### src/rtl/bcd_to_bin_seq_if.sv
// Start/ready handshake and result bus of the packed-BCD to binary converter.
interface bcd_to_bin_seq_if #(
  parameter int unsigned DIGITS = 4,
  parameter int unsigned BIN_W  = 14
);
  logic                  start;
  logic [4*DIGITS-1:0]   bcd_in;
  logic                  ready;
  logic                  done;
  logic                  err;
  logic [BIN_W-1:0]      bin_out;

  modport master (output start, bcd_in, input ready, done, err, bin_out);
  modport slave  (input start, bcd_in, output ready, done, err, bin_out);
endinterface

### src/rtl/bcd_to_bin_seq.sv
// Sequential packed-BCD to binary converter: one digit per clock, MSD first,
// acc <= acc*10 + digit, with a sticky flag for any nibble above 9.
module bcd_to_bin_seq #(
  parameter int unsigned DIGITS = 4,
  parameter int unsigned BIN_W  = 14
) (
  input  logic              clk,
  input  logic              rst,
  bcd_to_bin_seq_if.slave   bus
);

  localparam int unsigned BCD_W = 4 * DIGITS;
  localparam int unsigned EXT_W = BIN_W + 4;
  localparam int unsigned IDX_W = (DIGITS > 1) ? $clog2(DIGITS) : 1;
  localparam logic [IDX_W-1:0] IDX_LAST = IDX_W'(DIGITS - 1);

  typedef enum logic {S_IDLE, S_CONV} state_t;

  state_t           r_state,    w_state_nxt;
  logic [BCD_W-1:0] r_shadow,   w_shadow_nxt;
  logic [BIN_W-1:0] r_acc,      w_acc_nxt;
  logic [IDX_W-1:0] r_idx,      w_idx_nxt;
  logic             r_err_flag, w_err_flag_nxt;
  logic             r_ready,    w_ready_nxt;
  logic             r_done,     w_done_nxt;
  logic             r_err,      w_err_nxt;
  logic [BIN_W-1:0] r_bin,      w_bin_nxt;

  logic [3:0]       w_digit;
  logic             w_digit_bad;
  logic [EXT_W-1:0] w_acc_ext;
  logic [BIN_W-1:0] w_acc_new;

  // Shadow is shifted left each CONV cycle, so the current digit is always the top nibble.
  assign w_digit     = r_shadow[BCD_W-1 -: 4];
  assign w_digit_bad = (w_digit > 4'd9);
  assign w_acc_ext   = (EXT_W'(r_acc) << 3) + (EXT_W'(r_acc) << 1) + EXT_W'(w_digit);
  assign w_acc_new   = w_acc_ext[BIN_W-1:0];

  always_comb begin
    w_state_nxt    = r_state;
    w_shadow_nxt   = r_shadow;
    w_acc_nxt      = r_acc;
    w_idx_nxt      = r_idx;
    w_err_flag_nxt = r_err_flag;
    w_ready_nxt    = r_ready;
    w_done_nxt     = 1'b0;
    w_err_nxt      = r_err;
    w_bin_nxt      = r_bin;

    case (r_state)
      S_IDLE: begin
        if (bus.start) begin
          w_shadow_nxt   = bus.bcd_in;
          w_acc_nxt      = '0;
          w_err_flag_nxt = 1'b0;
          w_idx_nxt      = IDX_LAST;
          w_ready_nxt    = 1'b0;
          w_state_nxt    = S_CONV;
        end
      end
      S_CONV: begin
        w_acc_nxt      = w_acc_new;
        w_shadow_nxt   = r_shadow << 4;
        w_err_flag_nxt = r_err_flag | w_digit_bad;
        if (r_idx == '0) begin
          w_bin_nxt   = (r_err_flag | w_digit_bad) ? '0 : w_acc_new;
          w_err_nxt   = r_err_flag | w_digit_bad;
          w_done_nxt  = 1'b1;
          w_ready_nxt = 1'b1;
          w_state_nxt = S_IDLE;
        end else begin
          w_idx_nxt = r_idx - IDX_W'(1);
        end
      end
      default: begin
        w_ready_nxt = 1'b1;
        w_state_nxt = S_IDLE;
      end
    endcase
  end

  always_ff @(posedge clk) begin
    if (rst) begin
      r_state    <= S_IDLE;
      r_shadow   <= '0;
      r_acc      <= '0;
      r_idx      <= '0;
      r_err_flag <= 1'b0;
      r_ready    <= 1'b1;
      r_done     <= 1'b0;
      r_err      <= 1'b0;
      r_bin      <= '0;
    end else begin
      r_state    <= w_state_nxt;
      r_shadow   <= w_shadow_nxt;
      r_acc      <= w_acc_nxt;
      r_idx      <= w_idx_nxt;
      r_err_flag <= w_err_flag_nxt;
      r_ready    <= w_ready_nxt;
      r_done     <= w_done_nxt;
      r_err      <= w_err_nxt;
      r_bin      <= w_bin_nxt;
    end
  end

  assign bus.ready   = r_ready;
  assign bus.done    = r_done;
  assign bus.err     = r_err;
  assign bus.bin_out = r_bin;

endmodule

### src/flat_wrapper.sv
// flat-port wrapper written by rule: the top's interface ports become plain ports
module bcd_to_bin_seq_flat 
#(
  parameter int unsigned DIGITS = 4,
  parameter int unsigned BIN_W  = 14
)
  (clk, rst, bus_start, bus_bcd_in, bus_ready, bus_done, bus_err, bus_bin_out);
  bcd_to_bin_seq_if #(.DIGITS(DIGITS), .BIN_W(BIN_W)) bus_i ();
  input  logic clk;
  input  logic rst;
  input wire logic [$bits(bus_i.start)-1:0] bus_start;
  input wire logic [$bits(bus_i.bcd_in)-1:0] bus_bcd_in;
  output wire logic [$bits(bus_i.ready)-1:0] bus_ready;
  output wire logic [$bits(bus_i.done)-1:0] bus_done;
  output wire logic [$bits(bus_i.err)-1:0] bus_err;
  output wire logic [$bits(bus_i.bin_out)-1:0] bus_bin_out;
  assign bus_i.start = bus_start;
  assign bus_i.bcd_in = bus_bcd_in;
  assign bus_ready = bus_i.ready;
  assign bus_done = bus_i.done;
  assign bus_err = bus_i.err;
  assign bus_bin_out = bus_i.bin_out;
  bcd_to_bin_seq #(.DIGITS(DIGITS), .BIN_W(BIN_W)) u_core (.clk(clk), .rst(rst), .bus(bus_i));
endmodule
### config.mk
export PLATFORM = sky130hd
export DESIGN_NAME = bcd_to_bin_seq_flat
export DESIGN_NICKNAME = d
export VERILOG_FILES = /design/src/rtl/bcd_to_bin_seq_if.sv /design/src/rtl/bcd_to_bin_seq.sv /design/src/flat_wrapper.sv
export SDC_FILE = /design/constraint.sdc
export NUM_CORES = 1
export LEC_CHECK = 0
export ABC_AREA = 1
export CAP_MARGIN = 30
export CORE_ASPECT_RATIO = 0.6
export CORE_UTILIZATION = 40
export CTS_BUF_LIST = sky130_fd_sc_hd__clkbuf_4
export DETAILED_ROUTE_END_ITERATION = 16
export PLACE_DENSITY = 0.7
export SYNTH_ARGS = -nofsm -noshare
export SYNTH_HDL_FRONTEND = slang
export SYNTH_SLANG_ARGS = --single-unit
### constraint.sdc
create_clock -name clk -period 2.3 [get_ports clk]
set_input_delay 0.69 -clock clk [delete_from_list [all_inputs] [get_ports clk]]
set_output_delay 0.69 -clock clk [all_outputs]
set_load 0.005 [all_outputs]
== Word level (Yosys, flattened, before mapping) ==
Cells that the tools add are included.

* Register bits: 50
* Bits of input ports: 19
* Logic and storage cells: 39

* Add/subtract/negate cells: 3
* $lt $le $gt $ge: 1
* Eq/ne operators: 3
* Muxes and demuxes: 16
* Bitwise logic cells: 2
* Reductions and logical operators: 5

{| class="wikitable"
|+ Operator list
! kind !! number
|-
| one-hot mux 16 bit (2 select lines) || 1
|-
| one-hot mux 13 bit (2 select lines) || 1
|-
| two-way mux 16 bit || 1
|-
| adder 14 bit || 1
|-
| adder 14 x 4 -> 14 bit || 1
|-
| two-way mux 14 bit || 1
|-
| two-way mux 13 bit || 1
|-
| != test 2 bit (second input constant) || 3
|-
| one-hot mux 1 bit (2 select lines) || 3
|-
| AND reduction 2 bit || 3
|-
| two-way mux 1 bit || 5
|-
| greater-than comparator 4 bit (second input constant) || 1
|-
| two-way mux 2 bit || 2
|-
| one-hot mux 2 bit (2 select lines) || 1
|-
| zero test 2 bit || 1
|-
| OR reduction 2 bit || 1
|-
| subtractor 2 x 1 -> 2 bit (second input constant) || 1
|-
| NOT 1 bit || 1
|-
| OR 1 bit || 1
|}

== Depth between registers and ports, before layout ==
* Word-level depth: 3
* Gate-level depth with buffers: 13
* Gate-level depth less buffers: 13

== Worst setup path before layout ==
OpenSTA, ideal clock, no wires.

* Path kind: register -> register
* From: register u_core.r_acc[0]
* To: register u_core.r_acc[6]
* Setup time: 0.070 ns
* Arrival time: 1.947 ns
* Required time: 2.230 ns
* Path slack: 0.283 ns
* Cell stages (with the launch flop): 10
* Path buffers: 0
* Path through: dfxtp_1 inv_1 fa_1 fa_1 inv_1 nand3_1 nand3_2 xnor2_1 or2_0 a21oi_1

* Cells in the longest elaborated chain, start to end: 3

{| class="wikitable"
|+ Ends and longest elaborated chain
! element !! RTL line !! RTL
|-
| start: declaration || bcd_to_bin_seq.sv:21 || <nowiki>logic [BIN_W-1:0] r_acc, w_acc_nxt;</nowiki>
|-
| start signal: assignment || bcd_to_bin_seq.sv:97 || <nowiki>r_acc <= w_acc_nxt;</nowiki>
|-
| adder 14 bit || bcd_to_bin_seq.sv:37 || <nowiki>assign w_acc_ext = (EXT_W'(r_acc) << 3) + (EXT_W'(r_acc) << 1) + EXT_W'(w_digit);</nowiki>
|-
| adder 14 x 4 -> 14 bit || bcd_to_bin_seq.sv:37 ||
|-
| one-hot mux 13 bit (2 select lines) || bcd_to_bin_seq.sv:51 || <nowiki>case (r_state)</nowiki>
|}

No other way between the ends.
A chain may end at the register's enable or synchronous reset.

== Final worst setup path ==
* From: register u_core.r_acc[2]
* To: register u_core.r_bin[13] (netlist: u_core.bus.bin_out[13])

* Cells in the longest elaborated chain, start to end: 3

{| class="wikitable"
|+ Ends and longest elaborated chain
! element !! RTL line !! RTL
|-
| adder 14 bit || bcd_to_bin_seq.sv:37 ||
|-
| adder 14 x 4 -> 14 bit || bcd_to_bin_seq.sv:37 ||
|-
| two-way mux 14 bit || bcd_to_bin_seq.sv:67 || <nowiki>w_bin_nxt = (r_err_flag | w_digit_bad) ? '0 : w_acc_new;</nowiki>
|-
| end signal: assignment || bcd_to_bin_seq.sv:103 || <nowiki>r_bin <= w_bin_nxt;</nowiki>
|-
| end: declaration || bcd_to_bin_seq.sv:27 || <nowiki>logic [BIN_W-1:0] r_bin, w_bin_nxt;</nowiki>
|}

No other way between the ends.

==> results.json <==
{
  "count_of_standard_cell_rows": 22,
  "viasPerCell": 4.884,
  "postSynthAreaPerCell_sq_um": 7.219,
  "max-cap-violations": 0,
  "sum_of_overflow_across_all_layers_after_global_routing": 0,
  "grt_pass1_wl_um": 10410,
  "cell_internal_pwr_mw": 1.238,
  "grt_usage_pct": 19.38,
  "num-nets-final": 451,
  "postSynthNetCount": 413,
  "setup_repair_after_global_routing_missed_its_margin": "no",
  "synth.cell_area_sq_mm": 0.002664,
  "yosys-top-cells-area": "sky130_fd_sc_hd__dfxtp_1 38%, sky130_fd_sc_hd__nand2_1 19%, sky130_fd_sc_hd__ha_1 11%",
  "worst_pin_slew_ns": 0.5002,
  "worst_ep_required_time_ns": 2.60,
  "cts_inserted_buffers": 5,
  "finalWirelength_um": 6241,
  "syn_inst": 369,
  "clkTransAtPathRegs_ns": 0.17,
  "leak_pwr_nw": 1.600,
  "fmaxAchievable_ghz": 0.4702,
  "die_height_um": 65.21,
  "detailed_place_hpwl_um": 4866,
  "synth_sequential_area_ratio_pct": 37.58,
  "post-route-period-util_pct": 92.47,
  "synth.yosys.warnings": 0,
  "comb_power_share_pct": 13.5,
  "run_status": "finished, final reports clean",
  "post_layout_min_period_ns": 2.127,
  "hold_viol_final": 0,
  "clkPwrFrac_pct": 32.1,
  "die_area_sq_mm": 0.007000,
  "initial_antenna_violation_count": 0,
  "finClkSkew_ns": 0.02058,
  "design.core.area_sq_mm": 0.006276,
  "portBuffers": 35,
  "ctsHtreeMaxLevel": 2,
  "insertion_delay_ns": 0.39,
  "power.share.switching_pct": 27.27,
  "die_w_um": 107.4,
  "share_of_total_power_in_sequential_cells_pct": 54.4,
  "yosys.area.top_type": "sky130_fd_sc_hd__dfxtp_1",
  "tritoncts_clock_tree": "built",
  "worst_slew_margin_rel_pct": 66.62,
  "synth_async_sr_flop_share_pct": 0,
  "drt_first_pass_iters": 5,
  "finalMaxSlewViolations": 0,
  "worstPathArrival_ns": 2.42,
  "yosysUniqueCellTypes": 31,
  "hold_ws_ns": 0.4667,
  "start_kind": "flip-flop",
  "setup_viol": 0,
  "clock-root-buffer": "sky130_fd_sc_hd__clkbuf_4",
  "numClockSinks": 50,
  "synthFlopType": "sky130_fd_sc_hd__dfxtp_1",
  "clock_tree.buffer_depth": 2,
  "floorplan.initialDensity_pct": 42.44,
  "antenna_cells": 0,
  "synthTopCellsByCount": "133 x sky130_fd_sc_hd__nand2_1, 50 x sky130_fd_sc_hd__dfxtp_1, 41 x sky130_fd_sc_hd__inv_1",
  "min_path_type": "reg2reg",
  "finalSetupTns_ns": 0,
  "first_iter_violations": 185,
  "synth.top_cell.area_share_pct": 37.58,
  "synth.ff_latch_count": 50,
  "proportion_of_layout_cells_with_a_drive_suffix_above_1_pct": 8.088,
  "ir_worst_vdd_uv": 288.4,
  "worst-setup-path-type": "reg2reg",
  "via_count": 2403,
  "setup.worst_path.end_class": "flip-flop",
  "place.gp.congestion": 0.9134,
  "post-synth-top-count-cell": "sky130_fd_sc_hd__nand2_1",
  "io_pins": 36,
  "total_switching_power_mw": 0.4644,
  "maximum_number_of_pins_on_one_net_before_global_route_repair": 20,
  "wl_per_cell_um": 12.68,
  "first_global_vias": 2163,
  "holdBufCountCts": 0,
  "drtAntennaViolNets": 0,
  "synth_edf_count": 0,
  "power-per-cell-area_mw_per_mm2": 531.2,
  "worstPathMaxFanout": 3,
  "syn2layout_area_growth_pct": 20.34,
  "drc": 0
}
==> power groups by stage <==
stage / Combinational [mW] / Clock, mW / Sequential (mW)
floorplan: 0.146 / 0 / 0.934
global placement: 0.224 / 0 / 0.944
detailed placement: 0.226 / 0 / 0.944
CTS: 0.229 / 0.555 / 0.926
global route: 0.261 / 0.596 / 0.930
finish: 0.230 / 0.546 / 0.927
==> registers in the layout (all words and copies together) (netlist names) <==
signal              cells
u_core.r_shadow        16
u_core.bus.bin_out     14
u_core.r_acc           13
u_core.r_idx            2
u_core.bus.done         1
u_core.bus.err          1
u_core.bus.ready        1
u_core.r_err_flag       1
u_core.r_state          1
==> cells in the final DEF (no fill, tap or decap), drive strengths merged <==
cell type,instances
dfxtp,50
a22o,3
nand2,134
nor3,3
a21oi,23
or2,4
a31oi,2
nor2,14
clkbuf,5
inv,48
nand3b,3
ha,23
a22oi,7
a32o,1
clkdlybuf4s50,35
o211ai,1
nand4,2
xnor2,5
buf,7
nand3,29
fa,2
clkinvlp,1
bufinv,1
o21ai,5
==> cell families after synthesis <==
group	synth area share [%]
fa+ha+maj	12.31
xor+xnor	1.644
compound gates	9.629
buf+inv	8.783
flops	37.58
simple gates	30.06
==> path summary, 6_finish.rpt <==
check / startpoint / end / slack (ns) / depth (start not counted)
worst max-delay path: u_core.r_acc[2]$_SDFFE_PP0P_ / u_core.bus.bin_out[13]$_SDFFE_PP0P_ / 0.17 / 12
worst min-delay path: u_core.bus.ready$_SDFFE_PP1P_ / u_core.bus.ready$_SDFFE_PP1P_ / 0.47 / 2
worst max register to register: u_core.r_acc[2]$_SDFFE_PP0P_ / u_core.bus.bin_out[13]$_SDFFE_PP0P_ / 0.17 / 12
worst min register to register: u_core.bus.ready$_SDFFE_PP1P_ / u_core.bus.ready$_SDFFE_PP1P_ / 0.47 / 2
==> what timing repair did <==
item / 4_1_cts / 5_1_grt
buffers inserted: 0 / 1
resized for setup: 0 / 3
setup endpoints to repair: 0 / 8
==> worst max-delay path, stage by stage (launching register included) <==
cell and delay [ns]:
sky130_fd_sc_hd__dfxtp_2 0.36, sky130_fd_sc_hd__inv_1 0.06, sky130_fd_sc_hd__fa_1 0.59, sky130_fd_sc_hd__inv_1 0.06, sky130_fd_sc_hd__ha_1 0.30, sky130_fd_sc_hd__nand3_1 0.11
sky130_fd_sc_hd__nand3_2 0.10, sky130_fd_sc_hd__nand3_1 0.12, sky130_fd_sc_hd__nand2_1 0.07, sky130_fd_sc_hd__nand2_1 0.09, sky130_fd_sc_hd__nand3_1 0.07, sky130_fd_sc_hd__nand3_1 0.09
sky130_fd_sc_hd__nand2_1 0.04
==> per-stage QoR <==
step / area [sq um] / total power, mW / setup slack [ns] / instances / utilization, %
5_1_grt: 3206 / 1.787 / 0.002830 / 492 / 51.08
6_report: 3206 / 1.703 / 0.1732 / 492 / 51.08
3_5_place_dp: 3107 / 1.171 / 0.1179 / 483 / 49.50
3_3_place_gp: 3107 / 1.168 / 0.2036 / 483 / 49.50
4_1_cts: 3193 / 1.710 / 0.09221 / 491 / 50.88
2_1_floorplan: 2664 / 1.080 / 0.2830 / 369 / -
==> layout make-up <==
class                           instances  area [sq um]
Multi-Input combinational cell        261          1431
Clock buffer                            5         37.54
Inverter                               47         176.4
Clock inverter                          3         48.80
Tap cell                               84         105.1
Fill cell                             581          3070
Timing Repair Buffer                   42         402.9
Sequential cell                        50          1003
==> layer usage <==
layer / vias to the layer above / GRT usage [%] / wire, um
li1: 1257 / - / -
met1: 1065 / 29.97 / 3407
met2: 77 / 25.65 / 2292
met3: 4 / 5.159 / 487
met4: 0 / 4.966 / 53
met5: - / 0 / 0
Power figures use the tool's default switching activity.
